### src/rtl/sub_sat_pkg.sv
// Shared definitions for the saturating subtractor output stage: clamp limits and
// skid-buffer state encoding.
package sub_sat_pkg;

  localparam int SAT_CALC_W = 64;

  // Largest positive two's-complement value of width w, right-aligned in SAT_CALC_W bits.
  function automatic logic [SAT_CALC_W-1:0] sat_max(input int w);
    return (SAT_CALC_W'(1) << (w - 1)) - SAT_CALC_W'(1);
  endfunction

  // Most negative two's-complement value of width w (only the sign bit set).
  function automatic logic [SAT_CALC_W-1:0] sat_min(input int w);
    return SAT_CALC_W'(1) << (w - 1);
  endfunction

  typedef enum logic [1:0] {
    EMPTY = 2'd0,
    ONE   = 2'd1,
    TWO   = 2'd2
  } skid_state_t;

endpackage

### src/rtl/sub_sat_skid.sv
// Generic 2-entry skid buffer: head register drives the output, skid register absorbs
// one word of backpressure so in_ready can be registered.
module sub_sat_skid
  import sub_sat_pkg::*;
#(
  parameter type T = logic [7:0]
) (
  input  logic clk,
  input  logic rst_n,
  input  logic in_valid,
  output logic in_ready,
  input  T     in_word,
  output logic out_valid,
  input  logic out_ready,
  output T     out_word
);

  skid_state_t state_q;
  T            head_q;
  T            skid_q;
  logic        in_ready_q;
  logic        out_valid_q;
  logic        push;
  logic        pop;

  assign push      = in_valid & in_ready_q;
  assign pop       = out_valid_q & out_ready;
  assign in_ready  = in_ready_q;
  assign out_valid = out_valid_q;
  assign out_word  = head_q;

  // NOTE: skid_q has no reset; it is only ever read after being loaded in ONE.
  always_ff @(posedge clk) begin
    if (!rst_n) begin
      state_q     <= EMPTY;
      head_q      <= '0;
      in_ready_q  <= 1'b1;
      out_valid_q <= 1'b0;
    end else begin
      case (state_q)
        EMPTY: begin
          if (push) begin
            head_q      <= in_word;
            state_q     <= ONE;
            out_valid_q <= 1'b1;
          end
        end
        ONE: begin
          if (push && pop) begin
            head_q <= in_word;
          end else if (push) begin
            skid_q     <= in_word;
            state_q    <= TWO;
            in_ready_q <= 1'b0;
          end else if (pop) begin
            state_q     <= EMPTY;
            out_valid_q <= 1'b0;
          end
        end
        TWO: begin
          if (pop) begin
            head_q     <= skid_q;
            state_q    <= ONE;
            in_ready_q <= 1'b1;
          end
        end
        default: begin
          state_q     <= EMPTY;
          in_ready_q  <= 1'b1;
          out_valid_q <= 1'b0;
        end
      endcase
    end
  end

endmodule

### src/rtl/sub_sat_pipe.sv
// Saturating output stage of the signed subtractor with sticky overflow flag.
// Define SUB_SAT_OVF_CNT_EN to build the saturating overflow event counter.
module sub_sat_pipe
  import sub_sat_pkg::*;
#(
  parameter int WIDTH = 32,
  parameter int CNT_W = 16
) (
  input  logic             clk,
  input  logic             rst_n,
  input  logic             in_valid,
  output logic             in_ready,
  input  logic [WIDTH-1:0] in_diff,
  input  logic             in_ovf,
  input  logic             in_a_msb,
  output logic             out_valid,
  input  logic             out_ready,
  output logic [WIDTH-1:0] out_data,
  output logic             out_sat,
  output logic             ovf_sticky,
  input  logic             sticky_clr,
  output logic [CNT_W-1:0] ovf_cnt
);

  typedef struct packed {
    logic [WIDTH-1:0] data;
    logic             sat;
  } word_t;

  localparam logic [WIDTH-1:0] SAT_MAX_V = WIDTH'(sat_max(WIDTH));
  localparam logic [WIDTH-1:0] SAT_MIN_V = WIDTH'(sat_min(WIDTH));

  word_t in_word;
  word_t out_word;
  logic  accept_ovf;
  logic  sticky_d;
  logic  sticky_q;

  // NOTE: every signal driven in always_comb gets a default first so no latch is inferred.
  always_comb begin
    in_word = '{data: in_diff, sat: 1'b0};
    if (in_ovf) begin
      // The wrapped difference is meaningless on overflow; A's sign picks the clamp rail.
      in_word = '{data: (in_a_msb ? SAT_MIN_V : SAT_MAX_V), sat: 1'b1};
    end
  end

  sub_sat_skid #(
    .T(word_t)
  ) u_skid (
    .clk      (clk),
    .rst_n    (rst_n),
    .in_valid (in_valid),
    .in_ready (in_ready),
    .in_word  (in_word),
    .out_valid(out_valid),
    .out_ready(out_ready),
    .out_word (out_word)
  );

  assign out_data   = out_word.data;
  assign out_sat    = out_word.sat;
  assign accept_ovf = in_valid & in_ready & in_ovf;

  always_comb begin
    sticky_d = sticky_q;
    if (sticky_clr) sticky_d = 1'b0;
    if (accept_ovf) sticky_d = 1'b1;
  end

  // NOTE: sequential state uses non-blocking assignments only.
  always_ff @(posedge clk) begin
    if (!rst_n) sticky_q <= 1'b0;
    else        sticky_q <= sticky_d;
  end

  assign ovf_sticky = sticky_q;

`ifdef SUB_SAT_OVF_CNT_EN
  logic [CNT_W-1:0] cnt_d;
  logic [CNT_W-1:0] cnt_q;

  always_comb begin
    cnt_d = cnt_q;
    if (sticky_clr) cnt_d = '0;
    // A same-cycle clear restarts the count at this overflow.
    if (accept_ovf && (sticky_clr || (cnt_q != '1))) cnt_d = cnt_d + CNT_W'(1);
  end

  always_ff @(posedge clk) begin
    if (!rst_n) cnt_q <= '0;
    else        cnt_q <= cnt_d;
  end

  assign ovf_cnt = cnt_q;
`else
  assign ovf_cnt = '0;
`endif

endmodule
### config.mk
export PLATFORM = sky130hd
export DESIGN_NAME = sub_sat_pipe
export DESIGN_NICKNAME = d
export VERILOG_FILES = /design/src/rtl/sub_sat_pkg.sv /design/src/rtl/sub_sat_skid.sv /design/src/rtl/sub_sat_pipe.sv
export SDC_FILE = /design/constraint.sdc
export NUM_CORES = 1
export LEC_CHECK = 0
export CAP_MARGIN = 20
export CORE_UTILIZATION = 48
export DETAILED_ROUTE_END_ITERATION = 6
export PLACE_DENSITY = 0.77
export SLEW_MARGIN = 15
export SYNTH_ARGS = -nofsm -noshare
export SYNTH_HDL_FRONTEND = slang
export SYNTH_HIERARCHICAL = 1
export SYNTH_SLANG_ARGS = --single-unit
export TNS_END_PERCENT = 30
### constraint.sdc
create_clock -name clk -period 2.19 [get_ports clk]
set_clock_uncertainty 0.05 [all_clocks]
set_input_delay 0.438 -clock clk [delete_from_list [all_inputs] [get_ports clk]]
set_output_delay 0.438 -clock clk [all_outputs]
set_load 0.02 [all_outputs]
==> flow_metrics.tcl, run 1 <==
set metrics [dict create \
    status "finished with violations" \
    violations "design-rule violations" \
    setup_slack_ns 0.306 \
    arrival_ns 1.40 \
    rr_startpoint "u_skid/state_q[1]" \
    ctsResizeCount 0 \
    drt_pass1_iterations 6 \
    dieHeight_um 84.8 \
    synthMuxAreaShare 0.104 \
    drive_above_1_share 0.0765 \
    start_util 0.506 \
    synth_compound_area_frac 0.213 \
    cp_slowest_cell "clkdlybuf4s50_1" \
    overflow 0 \
    yosys.area_share.simple 0.0339 \
    period_minus_slack_ns 1.88 \
    rsz0062_at_grt "no" \
    clkTransAtPathRegs_ns 0.07 \
    synth_top_area_share 0.301 \
    gp_congestion 0.822 \
    max_freq_ghz 0.531 \
    post_drt_wl_per_cell_um 15.3 \
    drt-total-wl_um 6960 \
    p_leak_nw 1.90 \
    pwr-share-seq 0.447 \
    power.internal_mw 2.61 \
    critPathTopFamily "buffers and inverters" \
    htree_levels 3 \
    syn_avg_cell_area_sq_um 10.9 \
    min_from "ovf_sticky" \
    combPwrFrac 0.228 \
    path_buf_inv 1 \
    power.switching_mw 0.944 \
    cts_hold_buf 0 \
    cp_max_fo 6 \
    r2r_slack_ns 0.37 \
    yosysSeqAreaShare 0.533 \
    tns_ns 0 \
    fin_nets 413 \
    hp-class "reg2reg" \
    hold_path_depth 2 \
    ys.warnings.count 6 \
    seqCellArea_sq_um 1750 \
    cts_tree "built" \
    grt_start_max_net_pins 40 \
    placementRows 29 \
    postCtsSetupRepairBufs 0 \
    ys_ff_latch 71 \
    clock_power_share 0.325 \
    dieArea_sq_um 7190 \
    maxSlewViolCount 0 \
    die_width_um 84.8 \
    place_ws_ns 0.0929 \
    r2r_end "u_skid/out_word[17]" \
    whs_endpoint "ovf_sticky" \
    routed_via_density 5.43 \
    ant_nets 0 \
    swShare 0.266 \
    n_fill_cell 545 \
    place_hpwl_um 4350 \
    multi_input_area_sq_um 1220 \
    synth-xor-area-share 0 \
    io_buffers 74 \
    syn2layout_area_growth_pct 30.4 \
    max_stage_delay_ns 0.64 \
    synthTopCellsByArea "edfxtp_1 30%, dfxtp_1 23%, mux2i_1 10%" \
    core-area_sq_um 6490 \
    synth_top_family_by_area "compound AO/OA/AOI/OAI gates" \
    ios 91 \
    fin_crit_sh 0.860 \
    start_kind "flip-flop" \
    cts_buffers 9 \
    grt_antenna_before_repair 0 \
    critical_path_class "reg2out" \
    power.density_nw_per_um2 829 \
    drc 7 \
    cap_violations 0 \
    insertion_delay_ns 0.33 \
    drt-initial-drc-count 147 \
    crit_path_end_kind "output port" \
    path_cells "clkdlybuf4s50_1" \
    grt_pass1_wl_um 11400 \
    grt_pass1_vias 2381 \
    root_buffer "clkbuf_8" \
    num_antenna_cells 0 \
    cp.required_ns 1.70 \
    vias 2477 \
    cts_sinks 71 \
    setup_viol 0 \
    ir_drop_uv 401 \
    worstRegToRegCells 5 \
    clock_path_buffers 2 \
    syn_area_sq_um 3290 \
    synth_area_leader_cell "edfxtp_1" \
    track_usage 0.202 \
    synth_fa_ha_area_frac 0 \
    finalHoldViolCount 0 \
    ys_types 29 \
    synthCells 303 \
]
power groups by stage:
stage	clock network, mW	logic [mW]	registers (mW)
5_1_grt	1.24	0.872	1.60
3_3_place_gp	0	0.796	1.62
2_1_floorplan	0	0.381	1.72
6_report	1.15	0.812	1.59
4_1_cts	1.18	0.817	1.59
3_5_place_dp	0	0.814	1.62
routing by layer:
metal	track usage	vias to the layer above	share of wire
met4	0.0616	0	0.0085
li1	-	1200	-
met1	0.280	1199	0.49
met2	0.313	71	0.45
met5	0	-	0
met3	0.0511	7	0.051
cell families after synthesis:
logic type,count (synthesis)
flops,71
compound gates,105
mux,34
other cells,1
simple gates,20
buf+inv,72
registers in the layout, summed over array words and instances, names as in the netlist:
signal	count
u_skid/skid_q	33
ovf_sticky	1
u_skid/in_ready	1
u_skid/out_word	33
u_skid/state_q	2
u_skid/out_valid	1
per-stage QoR:
| step | cell area (sq um) | utilization | instances | hold slack, ns | power [mW] |
|---|---|---|---|---|---|
| CTS | 4290 | 0.661 | 456 | 0.422 | 3.58 |
| global route | 4290 | 0.661 | 456 | 0.452 | 3.71 |
| finish | 4290 | 0.661 | 456 | 0.422 | 3.56 |
| floorplan | 3350 | - | 318 | 0.487 | 2.10 |
| global placement | 4070 | 0.626 | 440 | 0.409 | 2.41 |
| detailed placement | 4070 | 0.626 | 440 | 0.414 | 2.43 |
worst max-delay path by stage:
stage	depth (start not counted)	start	end	slack (ns)
floorplan	2	u_skid/in_ready	u_skid/skid_q[0]	0.12
global placement	6	in_valid	u_skid/out_word[7]	0.12
detailed placement	6	in_valid	u_skid/out_word[4]	0.09
CTS	1	u_skid/out_valid	out_valid	0.29
global route	5	u_skid/state_q[1]	u_skid/out_word[14]	0.23
finish	1	u_skid/in_ready	in_ready	0.31
final cells by class:
| cell class | instances | area share |
|---|---|---|
| Sequential cell | 71 | 0.408 |
| Clock buffer | 13 | 0.0370 |
| Timing Repair Buffer | 85 | 0.204 |
| Clock inverter | 3 | 0.0152 |
| Inverter | 32 | 0.0280 |
| Tap cell | 77 | 0.0225 |
| Multi-Input combinational cell | 175 | 0.286 |
cell usage in the layout (no fill, tap or decap), drive strengths merged, types with 2 or more instances in the layout:
cell	netlist	layout
bufinv	0	2
nand2	5	5
mux2i	33	33
o211a	33	33
edfxtp	33	33
dfxtp	38	38
buf	27	11
o21a	2	2
inv	32	32
nand4	2	2
clkdlybuf4s50	0	74
clkbuf	13	13
o21ai	65	65
nand2b	2	2
conb	1	16
nor2	4	4
a21oi	4	4
Yosys cell counts, drive strengths merged:
library cell	instances
a21oi	4
a32o	1
and3b	1
and4	1
and4b	1
buf	27
clkbuf	13
conb	1
dfxtp	38
edfxtp	33
inv	32
mux2	1
mux2i	33
nand2	5
nand2b	2
nand3	1
nand3b	1
nand4	2
nor2	4
nor2b	1
o211a	33
o21a	2
o21ai	65
or2	1
No activity file was read; power rests on OpenSTA's default activity.
==> run 2, diff against run 1 <==
--- a/config.mk
+++ b/config.mk
@@ -8,7 +8,7 @@
 export CAP_MARGIN = 20
 export CORE_UTILIZATION = 48
 export DETAILED_ROUTE_END_ITERATION = 6
-export PLACE_DENSITY = 0.77
+export PLACE_DENSITY_LB_ADDON = 0.3
 export SLEW_MARGIN = 15
 export SYNTH_ARGS = -nofsm -noshare
 export SYNTH_HDL_FRONTEND = slang
==> run 2 against run 1 <==
- the run still ends with design-rule violations left
- register-to-register slack about the same
- sequential power hardly changed
- first-iteration DRC count rose by 61%
- cell area increased by 1.1%
- utilization increased by 0.69 points
- total power increased by 3.6%
- clock-buffer cell count fell by 3
- combinational power grew 2%
- critical endpoint is now out_valid
==> flow_metrics.tcl, run 2 (synthesis results as in run 1) <==
set metrics [dict create \
    dieArea_sq_um 7190 \
    ctsResizeCount 0 \
    num_antenna_cells 0 \
    clkTransAtPathRegs_ns 0.07 \
    critical_path_class "reg2out" \
    ios 91 \
    cp.required_ns 1.70 \
    routed_via_density 5.38 \
    multi_input_area_sq_um 1230 \
    fin_area_sq_um 4340 \
    swShare 0.268 \
    root_buffer "clkbuf_8" \
    relSlewSlack 0.613 \
    fin_crit_sh 0.864 \
    grt_start_max_net_pins 40 \
    startpoint "u_skid/out_valid" \
    ant_nets 0 \
    start_util 0.506 \
    cp_slowest_cell "clkdlybuf4s50_1" \
    path_buf_inv 1 \
    insertion_delay_ns 0.34 \
    violations "design-rule violations" \
    drt-total-wl_um 7220 \
    io_buffers 74 \
    tns_ns 0 \
    cts_hold_buf 0 \
    place_ws_ns 0.104 \
    p_leak_nw 1.93 \
    grt_pass1_vias 2421 \
    cap_violations 0 \
    hp-class "reg2reg" \
    drc 8 \
    vias 2468 \
    place_hpwl_um 4530 \
    max_stage_delay_ns 0.64 \
    min_from "ovf_sticky" \
    setup_slack_ns 0.297 \
    drt_pass1_iterations 7 \
    layout_common_cells "74 x clkdlybuf4s50_1, 60 x o21ai_0, 38 x dfxtp_1" \
    crit_path_end_kind "output port" \
    max_freq_ghz 0.528 \
    stdcell_count 459 \
    status "finished with violations" \
    post_drt_wl_per_cell_um 15.7 \
    arrival_ns 1.40 \
    placed_cells 443 \
    overflow 0 \
    power.switching_mw 0.985 \
    drt-initial-drc-count 236 \
    power.internal_mw 2.70 \
    cp_max_fo 6 \
    setup_viol 0 \
    dieHeight_um 84.8 \
    cts_buffers 9 \
    placed_cell_area_sq_um 4090 \
    drive_above_1_share 0.0916 \
    htree_levels 3 \
    core-area_sq_um 6490 \
    layout_commonest_cell "clkdlybuf4s50_1" \
    postCtsSetupRepairBufs 0 \
    ir_drop_uv 525 \
    finalHoldViolCount 0 \
    worstMarginPinSlew_ns 0.580 \
    grt_pass1_wl_um 11900 \
    gp_congestion 0.829 \
    path_cells "clkdlybuf4s50_1" \
    combPwrFrac 0.224 \
    placementRows 29 \
    die_width_um 84.8 \
    clock_path_buffers 2 \
    fin_nets 416 \
    cts_sinks 71 \
    syn2layout_area_growth_pct 31.8 \
    n_fill_cell 522 \
    maxSlewViolCount 0 \
    period_minus_slack_ns 1.89 \
    start_kind "flip-flop" \
    rsz0062_at_grt "no" \
    seqCellArea_sq_um 1750 \
    critPathTopFamily "buffers and inverters" \
    grt_antenna_before_repair 0 \
    rr_startpoint "u_skid/state_q[1]" \
    clock_power_share 0.345 \
    cts_tree "built" \
    power.density_nw_per_um2 849 \
    track_usage 0.214 \
    pwr-share-seq 0.431 \
]
[run 2: changes by cell type in the layout (fill, tap and decap cells not counted), sizes merged]
cell      delta
bufinv       +1
clkinv       +1
clkinvlp     +1
clkbuf       -3
buf          +3
[run 2: area by class of cell]
cell class | count | area share
clock buffer | 10 | 0.0317
clock inverter | 6 | 0.0248
inverter | 32 | 0.0277
multi-input combinational | 175 | 0.283
sequential | 71 | 0.404
tap | 77 | 0.0222
timing repair buffer | 88 | 0.207
[run 2: routing by layer]
metal,GRT usage,wire length (um),vias to the layer above
li1,-,-,1198
met5,0,0,-
met2,0.337,3430,80
met4,0.0847,95,0
met3,0.0364,361,9
met1,0.296,3340,1181
[run 2: worst paths after layout]
kind                          to  slack, ns  cells past startpoint
max                    out_valid       0.30                      1
min reg2reg           ovf_sticky       0.44                      2
max reg2reg  u_skid/out_word[18]       0.37                      5
min                   ovf_sticky       0.44                      2
[run 2: per-stage QoR]
| step | hold slack (ns) | total power, mW | util |
|---|---|---|---|
| after detailed placement | 0.436 | 2.44 | 0.630 |
| after CTS | 0.445 | 3.70 | 0.668 |
| after floorplan | 0.487 | 2.10 | - |
| after global routing | 0.462 | 3.84 | 0.668 |
| final | 0.440 | 3.68 | 0.668 |
| after global placement | 0.409 | 2.42 | 0.630 |
[run 2: power groups by stage]
stage / clock (mW) / combinational, mW / sequential [mW]
after floorplan: 0 / 0.381 / 1.72
after global placement: 0 / 0.808 / 1.61
after detailed placement: 0 / 0.825 / 1.61
after CTS: 1.29 / 0.830 / 1.59
after global routing: 1.34 / 0.891 / 1.60
final: 1.27 / 0.826 / 1.59
